[src/rtl/rgb_to_gray_axis_if.sv]
// AXI4-Stream channel bundle (valid/ready/data/last/user) with a parameterised data width.
interface rgb_to_gray_axis_if #(
  parameter int W = 8
);
  logic         tvalid;
  logic         tready;
  logic [W-1:0] tdata;
  logic         tlast;
  logic         tuser;

  modport master (output tvalid, tdata, tlast, tuser, input tready);
  modport slave  (input tvalid, tdata, tlast, tuser, output tready);
endinterface

[src/rtl/rgb_to_gray_axis.sv]
// RGB888 to luma converter with line-structure checking and regenerated tlast.
// Two-stage fully stallable pipeline, one pixel per clock.
module rgb_to_gray_axis #(
  parameter int DATA_WIDTH = 8,
  parameter int IMG_WIDTH  = 1920
) (
  input  logic               clk,
  input  logic               rst,
  rgb_to_gray_axis_if.slave  s_axis,
  rgb_to_gray_axis_if.master m_axis,
  input  logic [15:0]        img_width,
  output logic               err_short_line,
  output logic               err_long_line,
  output logic               err_sof_midline
);

  localparam int          PW        = DATA_WIDTH + 8;
  localparam logic [15:0] WIDTH_RST = 16'(IMG_WIDTH);

  logic                  en;
  logic                  acc;
  logic [DATA_WIDTH-1:0] r, g, b;
  logic [15:0]           wq, col;
  logic [15:0]           w_eff, col_eff, last_col;
  logic                  at_end, eol;
  logic [PW-1:0]         p_r, p_g, p_b;
  logic                  v1, u1, l1;
  logic [DATA_WIDTH-1:0] y;

  assign en            = !m_axis.tvalid || m_axis.tready;
  assign s_axis.tready = en;
  assign acc           = s_axis.tvalid && en;

  assign r = s_axis.tdata[3*DATA_WIDTH-1 -: DATA_WIDTH];
  assign g = s_axis.tdata[2*DATA_WIDTH-1 -: DATA_WIDTH];
  assign b = s_axis.tdata[DATA_WIDTH-1:0];

  // A SOF beat already uses the width it samples; a zero width is ignored.
  assign w_eff    = (s_axis.tuser && img_width != 16'd0) ? img_width : wq;
  assign col_eff  = s_axis.tuser ? 16'd0 : col;
  assign last_col = w_eff - 16'd1;
  assign at_end   = (col_eff == last_col);
  assign eol      = at_end || s_axis.tlast;

  // Rounded weighted sum; cannot exceed PW bits, so no saturation is needed.
  assign y = DATA_WIDTH'((p_r + p_g + p_b + PW'(128)) >> 8);

  // NOTE: every register here uses non-blocking assignment so all stages sample
  // the pre-edge values of each other, which is what makes this a pipeline.
  always_ff @(posedge clk) begin
    if (rst) begin
      // NOTE: the product registers are cleared too; they are cheap and this keeps
      // m_axis_tdata deterministic from the first edge regardless of stall history.
      wq              <= WIDTH_RST;
      col             <= '0;
      err_short_line  <= 1'b0;
      err_long_line   <= 1'b0;
      err_sof_midline <= 1'b0;
      p_r             <= '0;
      p_g             <= '0;
      p_b             <= '0;
      v1              <= 1'b0;
      u1              <= 1'b0;
      l1              <= 1'b0;
      m_axis.tvalid   <= 1'b0;
      m_axis.tdata    <= '0;
      m_axis.tlast    <= 1'b0;
      m_axis.tuser    <= 1'b0;
    end else begin
      err_short_line  <= acc && s_axis.tlast && (col_eff < last_col);
      err_long_line   <= acc && at_end && !s_axis.tlast;
      err_sof_midline <= acc && s_axis.tuser && (col != 16'd0);

      if (acc) begin
        if (s_axis.tuser && img_width != 16'd0) wq <= img_width;
        col <= eol ? 16'd0 : col_eff + 16'd1;
      end

      if (en) begin
        p_r <= PW'(r) * PW'(77);
        p_g <= PW'(g) * PW'(150);
        p_b <= PW'(b) * PW'(29);
        v1  <= acc;
        u1  <= acc && s_axis.tuser;
        l1  <= acc && eol;

        m_axis.tvalid <= v1;
        m_axis.tdata  <= y;
        m_axis.tlast  <= l1;
        m_axis.tuser  <= u1;
      end
    end
  end

endmodule

[src/flat_wrapper.sv]
// flat-port wrapper written by rule: the top's interface ports become plain ports
module rgb_to_gray_axis_flat 
#(
  parameter int DATA_WIDTH = 8,
  parameter int IMG_WIDTH  = 1920
)
  (clk, rst, img_width, err_short_line, err_long_line, err_sof_midline, s_axis_tvalid, s_axis_tdata, s_axis_tlast, s_axis_tuser, s_axis_tready, m_axis_tvalid, m_axis_tdata, m_axis_tlast, m_axis_tuser, m_axis_tready);
  rgb_to_gray_axis_if #(.W(24)) s_axis_i ();
  rgb_to_gray_axis_if #(.W(8)) m_axis_i ();
  input  logic clk;
  input  logic rst;
  input  logic [15:0] img_width;
  output logic err_short_line;
  output logic err_long_line;
  output logic err_sof_midline;
  input wire logic [$bits(s_axis_i.tvalid)-1:0] s_axis_tvalid;
  input wire logic [$bits(s_axis_i.tdata)-1:0] s_axis_tdata;
  input wire logic [$bits(s_axis_i.tlast)-1:0] s_axis_tlast;
  input wire logic [$bits(s_axis_i.tuser)-1:0] s_axis_tuser;
  output wire logic [$bits(s_axis_i.tready)-1:0] s_axis_tready;
  output wire logic [$bits(m_axis_i.tvalid)-1:0] m_axis_tvalid;
  output wire logic [$bits(m_axis_i.tdata)-1:0] m_axis_tdata;
  output wire logic [$bits(m_axis_i.tlast)-1:0] m_axis_tlast;
  output wire logic [$bits(m_axis_i.tuser)-1:0] m_axis_tuser;
  input wire logic [$bits(m_axis_i.tready)-1:0] m_axis_tready;
  assign s_axis_i.tvalid = s_axis_tvalid;
  assign s_axis_i.tdata = s_axis_tdata;
  assign s_axis_i.tlast = s_axis_tlast;
  assign s_axis_i.tuser = s_axis_tuser;
  assign s_axis_tready = s_axis_i.tready;
  assign m_axis_tvalid = m_axis_i.tvalid;
  assign m_axis_tdata = m_axis_i.tdata;
  assign m_axis_tlast = m_axis_i.tlast;
  assign m_axis_tuser = m_axis_i.tuser;
  assign m_axis_i.tready = m_axis_tready;
  rgb_to_gray_axis #(.DATA_WIDTH(DATA_WIDTH), .IMG_WIDTH(IMG_WIDTH)) u_core (.clk(clk), .rst(rst), .s_axis(s_axis_i), .m_axis(m_axis_i), .img_width(img_width), .err_short_line(err_short_line), .err_long_line(err_long_line), .err_sof_midline(err_sof_midline));
endmodule
[config.mk]
export PLATFORM = sky130hd
export DESIGN_NAME = rgb_to_gray_axis_flat
export DESIGN_NICKNAME = d
export VERILOG_FILES = /design/src/rtl/rgb_to_gray_axis_if.sv /design/src/rtl/rgb_to_gray_axis.sv /design/src/flat_wrapper.sv
export SDC_FILE = /design/constraint.sdc
export NUM_CORES = 1
export LEC_CHECK = 0
export BUFFER_PORTS_ARGS = -buffer_cell sky130_fd_sc_hd__clkbuf_2
export CAP_MARGIN = 25
export CELL_PAD_IN_SITES_DETAIL_PLACEMENT = 0
export CELL_PAD_IN_SITES_GLOBAL_PLACEMENT = 1
export CORE_ASPECT_RATIO = 0.7
export CORE_MARGIN = 3
export CORE_UTILIZATION = 51
export CTS_CLUSTER_SIZE = 24
export DETAILED_ROUTE_END_ITERATION = 7
export PLACE_DENSITY = 0.95
export SETUP_SLACK_MARGIN = 0.05
export SLEW_MARGIN = 0
export SYNTH_ARGS = -nofsm -noshare
export SYNTH_HDL_FRONTEND = slang
export SYNTH_SLANG_ARGS = --single-unit
[constraint.sdc]
create_clock -name clk -period 10.39 [get_ports clk]
set_clock_uncertainty 0.15 [all_clocks]
set_input_delay 0.5195 -clock clk [delete_from_list [all_inputs] [get_ports clk]]
set_output_delay 0.5195 -clock clk [all_outputs]
set_load 0.01 [all_outputs]
# Word-level counts from Yosys, hierarchy flattened
# Cells that the tools add are included.
# totals
out_inout_bits	15
input_bits	46
wordCells	43
ff_bits	92
# op_classes
multipliers	3
n_addsub	5
n_eq_ne	1
order_cmp	1
muxes	3
n_reduce_logical	15
# ops
operator	count
$mux W16	3
$reduce_bool A16 Y1	2
$mul A8 B7 Y15 const B	2
$add A15 B16 Y16	1
$add A16 B1 Y16 const B	1
$add A16 B13 Y16	1
$add A16 B8 Y16 const B	1
$eq A16 B16 Y1	1
$lt A16 B16 Y1	1
$sub A16 B1 Y16 const B	1
$mul A8 B5 Y13 const B	1
$logic_and A1 B1 Y1	9
$logic_not A1 Y1	2
$logic_or A1 B1 Y1	2

# Depth between registers and ports, before layout
# depth
word_depth	7
depth_mapped	20
depth_no_buf	18

# Worst setup path before layout
# No wires, ideal clock.
# synth_path
path_kind	input port to flip-flop
start	input img_width[5]
end	register u_core.col[14]
stages	20
n_path_buf	2
setup_slack_ns	5.553
setup_time_ns	0.091
t_arrival_ns	4.597
required_ns	10.149
path_cell_list	nor3_1 -> nand4_1 -> o21a_1 -> buf_6 -> clkbuf_1 -> mux2i_1 -> ha_1 -> inv_1 -> or4_1 -> nor3_1 -> nand3_1 -> xnor2_1 -> ha_1 -> nand4_1 -> nor2_1 -> a31oi_1 -> nand2_1 -> nor2_1 -> a41oi_1 -> a311oi_1
# synth_between
elab_chain_len	7
# synth_lines
item	line	source
start: declaration	flat_wrapper.sv:12	input logic [15:0] img_width;
$reduce_bool A16 Y1	rgb_to_gray_axis.sv:39	assign w_eff = (s_axis.tuser && img_width != 16'd0) ? img_width : wq;
$logic_and A1 B1 Y1	rgb_to_gray_axis.sv:39	
$mux W16 (*)	rgb_to_gray_axis.sv:39	
$sub A16 B1 Y16 (*)	rgb_to_gray_axis.sv:41	assign last_col = w_eff - 16'd1;
$eq A16 B16 Y1 (*)	rgb_to_gray_axis.sv:42	assign at_end = (col_eff == last_col);
$logic_or A1 B1 Y1 (*)	rgb_to_gray_axis.sv:43	assign eol = at_end || s_axis.tlast;
$mux W16 (*)	rgb_to_gray_axis.sv:76	col <= eol ? 16'd0 : col_eff + 16'd1;
end signal: assignment	rgb_to_gray_axis.sv:76	
end: declaration	rgb_to_gray_axis.sv:23	logic [15:0] wq, col;
# Every way passes the cells marked *; elsewhere a longest branch is shown, timed or not.
# A chain may end at the register's enable or synchronous reset.

# Worst setup path in the final report
# layout_path
start	input img_width[13]
end	register u_core.col[14]
# Same word-level chain as after synthesis.

==> flow_summary.toml <==
[critical_path]
endpoint_kind = "flop"
cp-start-kind = "input pin"
rrSetupSlack_ns = 5.84
critPathArrivalTime_ns = 5.68
worstReg2RegEnd = "u_core.col[14]$_SDFFE_PP0P_"
r2r_cells = 13
criticalPathCategory = "input pin to flop"
cp_max_fo = 18
r2r_start = "u_core.wq[0]$_SDFFE_PP0P_"
critPathLaunch = "img_width[13]"
required_ns = 10.50
worstSetupEndpoint = "u_core.col[14]$_SDFFE_PP0P_"

[layout]
drive_above_1_share_pct = 9.30
fin_util_pct = 57.3
synthToLayoutAreaGrowth_pct = 9.24
insertedDiodeCount = 0
fin_nets = 1244

[timing]
post-route-min-period_ns = 5.57
worst_slew_pin_slew_ns = 0.975
setup_viol = 0
fin_crit_sh_pct = 53.6
rsz0062_at_grt = "no"
setup-tns-final_ns = 0
relSlewSlack_pct = 34.5
maxSlewViolCount = 0
hold_viol = 0
fmax_mhz = 180

[clock_tree]
clock_latency_ns = 0.35
h-tree-depth = 3
postCtsHoldBufs = 0
clockBufferDepth = 2
ctsRootBufferMaster = "clkbuf_16"
cts_resized = 0
cts_buffers = 9
cts_tree = "done"
clkTransAtPathRegs_ns = 0.07
post_cts.repair.setup_buffers = 0
cts.sinks = 92

[synth]
synth-simple-area-share_pct = 18.4
synth_common_cells = "143 x ha_1, 120 x nand2_1, 93 x inv_1"
postSynthCellCount = 976
syn-cell-area_um2 = 8210
ys.flop_type = "dfxtp_1"
synthesis.nets = 1203
synth_edf_count = 0
synth_compound_area_share_pct = 16.5
synth_top_family_by_area = "adder cells"
yosysUniqueCellTypes = 68
synth.most_common_cell = "ha_1"
ys_ff_latch = 92
async_flop_share_pct = 0
ys_warn_count = 0
ys_seq_area_share_pct = 22.4
muxShareOfSynthArea_pct = 1.23
yosys-top-cells-area = "dfxtp_1 22%, ha_1 22%, fa_1 9.3%"
syn_area_per_cell_um2 = 8.41
synth_largest_area_cell = "dfxtp_1"
yosys.area_share.adder_pct = 31.1
synth_xor_area_share_pct = 4.38
synth.top_cell.area_share_pct = 22.4

[floorplanning]
die_area_um2 = 17700
coreArea_um2 = 15600
std_cell_rows = 38
die_w_um = 158
num_io_pins = 61
start_util_pct = 52.5
die_y_um = 112

[drt]
vias = 6838
routed_wirelength_um = 19200
drc = 0
ant_nets = 0
viasPerCell = 5.60
first_pass_iters = 5
routedWlPerCell_um = 15.7
first_iter_violations = 529

[run]
maxCapViolCount = 0

[grt]
grt_pass1_wl_um = 32100
grt_pass1_vias = 6347
grt_max_degree = 81
antenna_found_initial = 0
grt_util_all_layers_pct = 22.4
grt_remaining_overflow = 0

[placement]
place.gp.congestion = 0.930
place.detailed.hpwl_um = 14800
io_buffers = 60

[min_path]
min_path_type = "input pin to flop"

[outcome]
outcome = "finished, final reports clean"

[pwr]
power_density_nw_per_um2 = 183
ir_worst_vdd_mv = 0.0995
leakage_nw = 4.32
==> layout make-up <==
type,count,area (um2)
timing repair buffer,64,330
tap,200,250
multi-input combinational,755,5880
fill,1436,6680
clock buffer,10,239
inverter,95,357
sequential,92,1840
clock inverter,6,68.8
==> state kept, by name, indices dropped and copies added, names as in the netlist <==
register                cells
u_core.err_long_line        1
u_core.col                 16
u_core.p_g                 15
u_core.p_r                 15
u_core.u1                   1
u_core.m_axis.tuser         1
u_core.err_sof_midline      1
u_core.m_axis.tvalid        1
u_core.p_b                 13
u_core.m_axis.tdata         8
u_core.err_short_line       1
u_core.l1                   1
u_core.m_axis.tlast         1
u_core.wq                  16
u_core.v1                   1
==> power by group <==
group	switching [W]	leakage [nW]	internal, W
clock	0.000148	0.155	0.000195
combinational	0.000454	3.41	0.000380
sequential	0.0000482	0.758	0.000416
total	0.000650	4.32	0.000992
==> through the flow <==
step	hold slack [ns]	std cells	setup slack, ns	total power (W)	cell area [um2]
after CTS	0.214	1222	4.98	0.00165	8960
after detailed placement	0.297	1206	4.59	0.00129	8660
final	0.225	1222	4.82	0.00164	8960
after floorplan	0.277	976	5.55	0.00110	8210
after global routing	0.220	1222	4.50	0.00179	8960
after global placement	0.289	1206	4.84	0.00128	8660
==> how the worst min path moves through the flow <==
stage                                     start                                to  slack, ns  cells after the start
2_1_floorplan        u_core.p_b[0]$_SDFFE_PP0N_        u_core.p_b[0]$_SDFFE_PP0N_       0.28                      2
3_3_place_gp   u_core.m_axis.tuser$_SDFFE_PP0N_  u_core.m_axis.tuser$_SDFFE_PP0N_       0.29                      2
3_5_place_dp         u_core.p_r[0]$_SDFFE_PP0N_        u_core.p_r[0]$_SDFFE_PP0N_       0.30                      2
4_1_cts                            s_axis_tlast   u_core.err_long_line$_SDFF_PP0_       0.21                      2
5_1_grt                            s_axis_tlast   u_core.err_long_line$_SDFF_PP0_       0.22                      2
6_report                           s_axis_tlast   u_core.err_long_line$_SDFF_PP0_       0.22                      2
==> cell families after synthesis <==
kind of cell | count (synthesis)
AOI/OAI and AO/OA | 213
adders and majority gates | 181
buffers and inverters | 129
muxes | 10
and+or+nand+nor | 310
DFF | 92
xor gates and xnor gates | 41
==> layer usage <==
layer,vias to the layer above,global-route usage (%),part of all wire [%]
met5,-,0,0
met1,3124,36.7,54
li1,3508,-,-
met2,193,29.1,38
met4,0,5.26,1.1
met3,13,5.32,7.2
==> cells in the final DEF, fill, tap and decap left out, drive strengths merged, types with 6 or more instances in the layout <==
master,netlist,routed
fa,38,38
inv,93,95
a21oi,88,88
mux2i,9,9
nand2,120,120
and2,7,7
o21ai,38,38
ha,143,143
nor3b,6,6
nor2,58,58
nor3,21,21
o21a,6,6
xnor2,28,28
or3,8,8
a211oi,16,16
xor2,13,13
nor4b,6,6
nand3,20,20
and3,6,6
o211ai,6,6
nor2b,22,22
clkbuf,26,69
dfxtp,92,92
a21o,12,12
nor4,10,10
nand4,7,7
==> critical path, cell delays in order <==
cell      delay (ns)
clkbuf_2        0.11
nor3_1          0.36
nand4_1         0.23
o21a_1          0.53
mux2i_1         0.42
ha_1            0.23
inv_1           0.09
or4_1           0.63
nor3_1          0.29
nand3_1         0.15
xnor2_1         0.15
ha_1            0.29
nand4_1         0.11
nor2_1          0.08
a31oi_1         0.46
nand2_1         0.31
nor2_1          0.31
a41oi_1         0.16
a311oi_1        0.25
No activity file was read; power rests on OpenSTA's default activity.
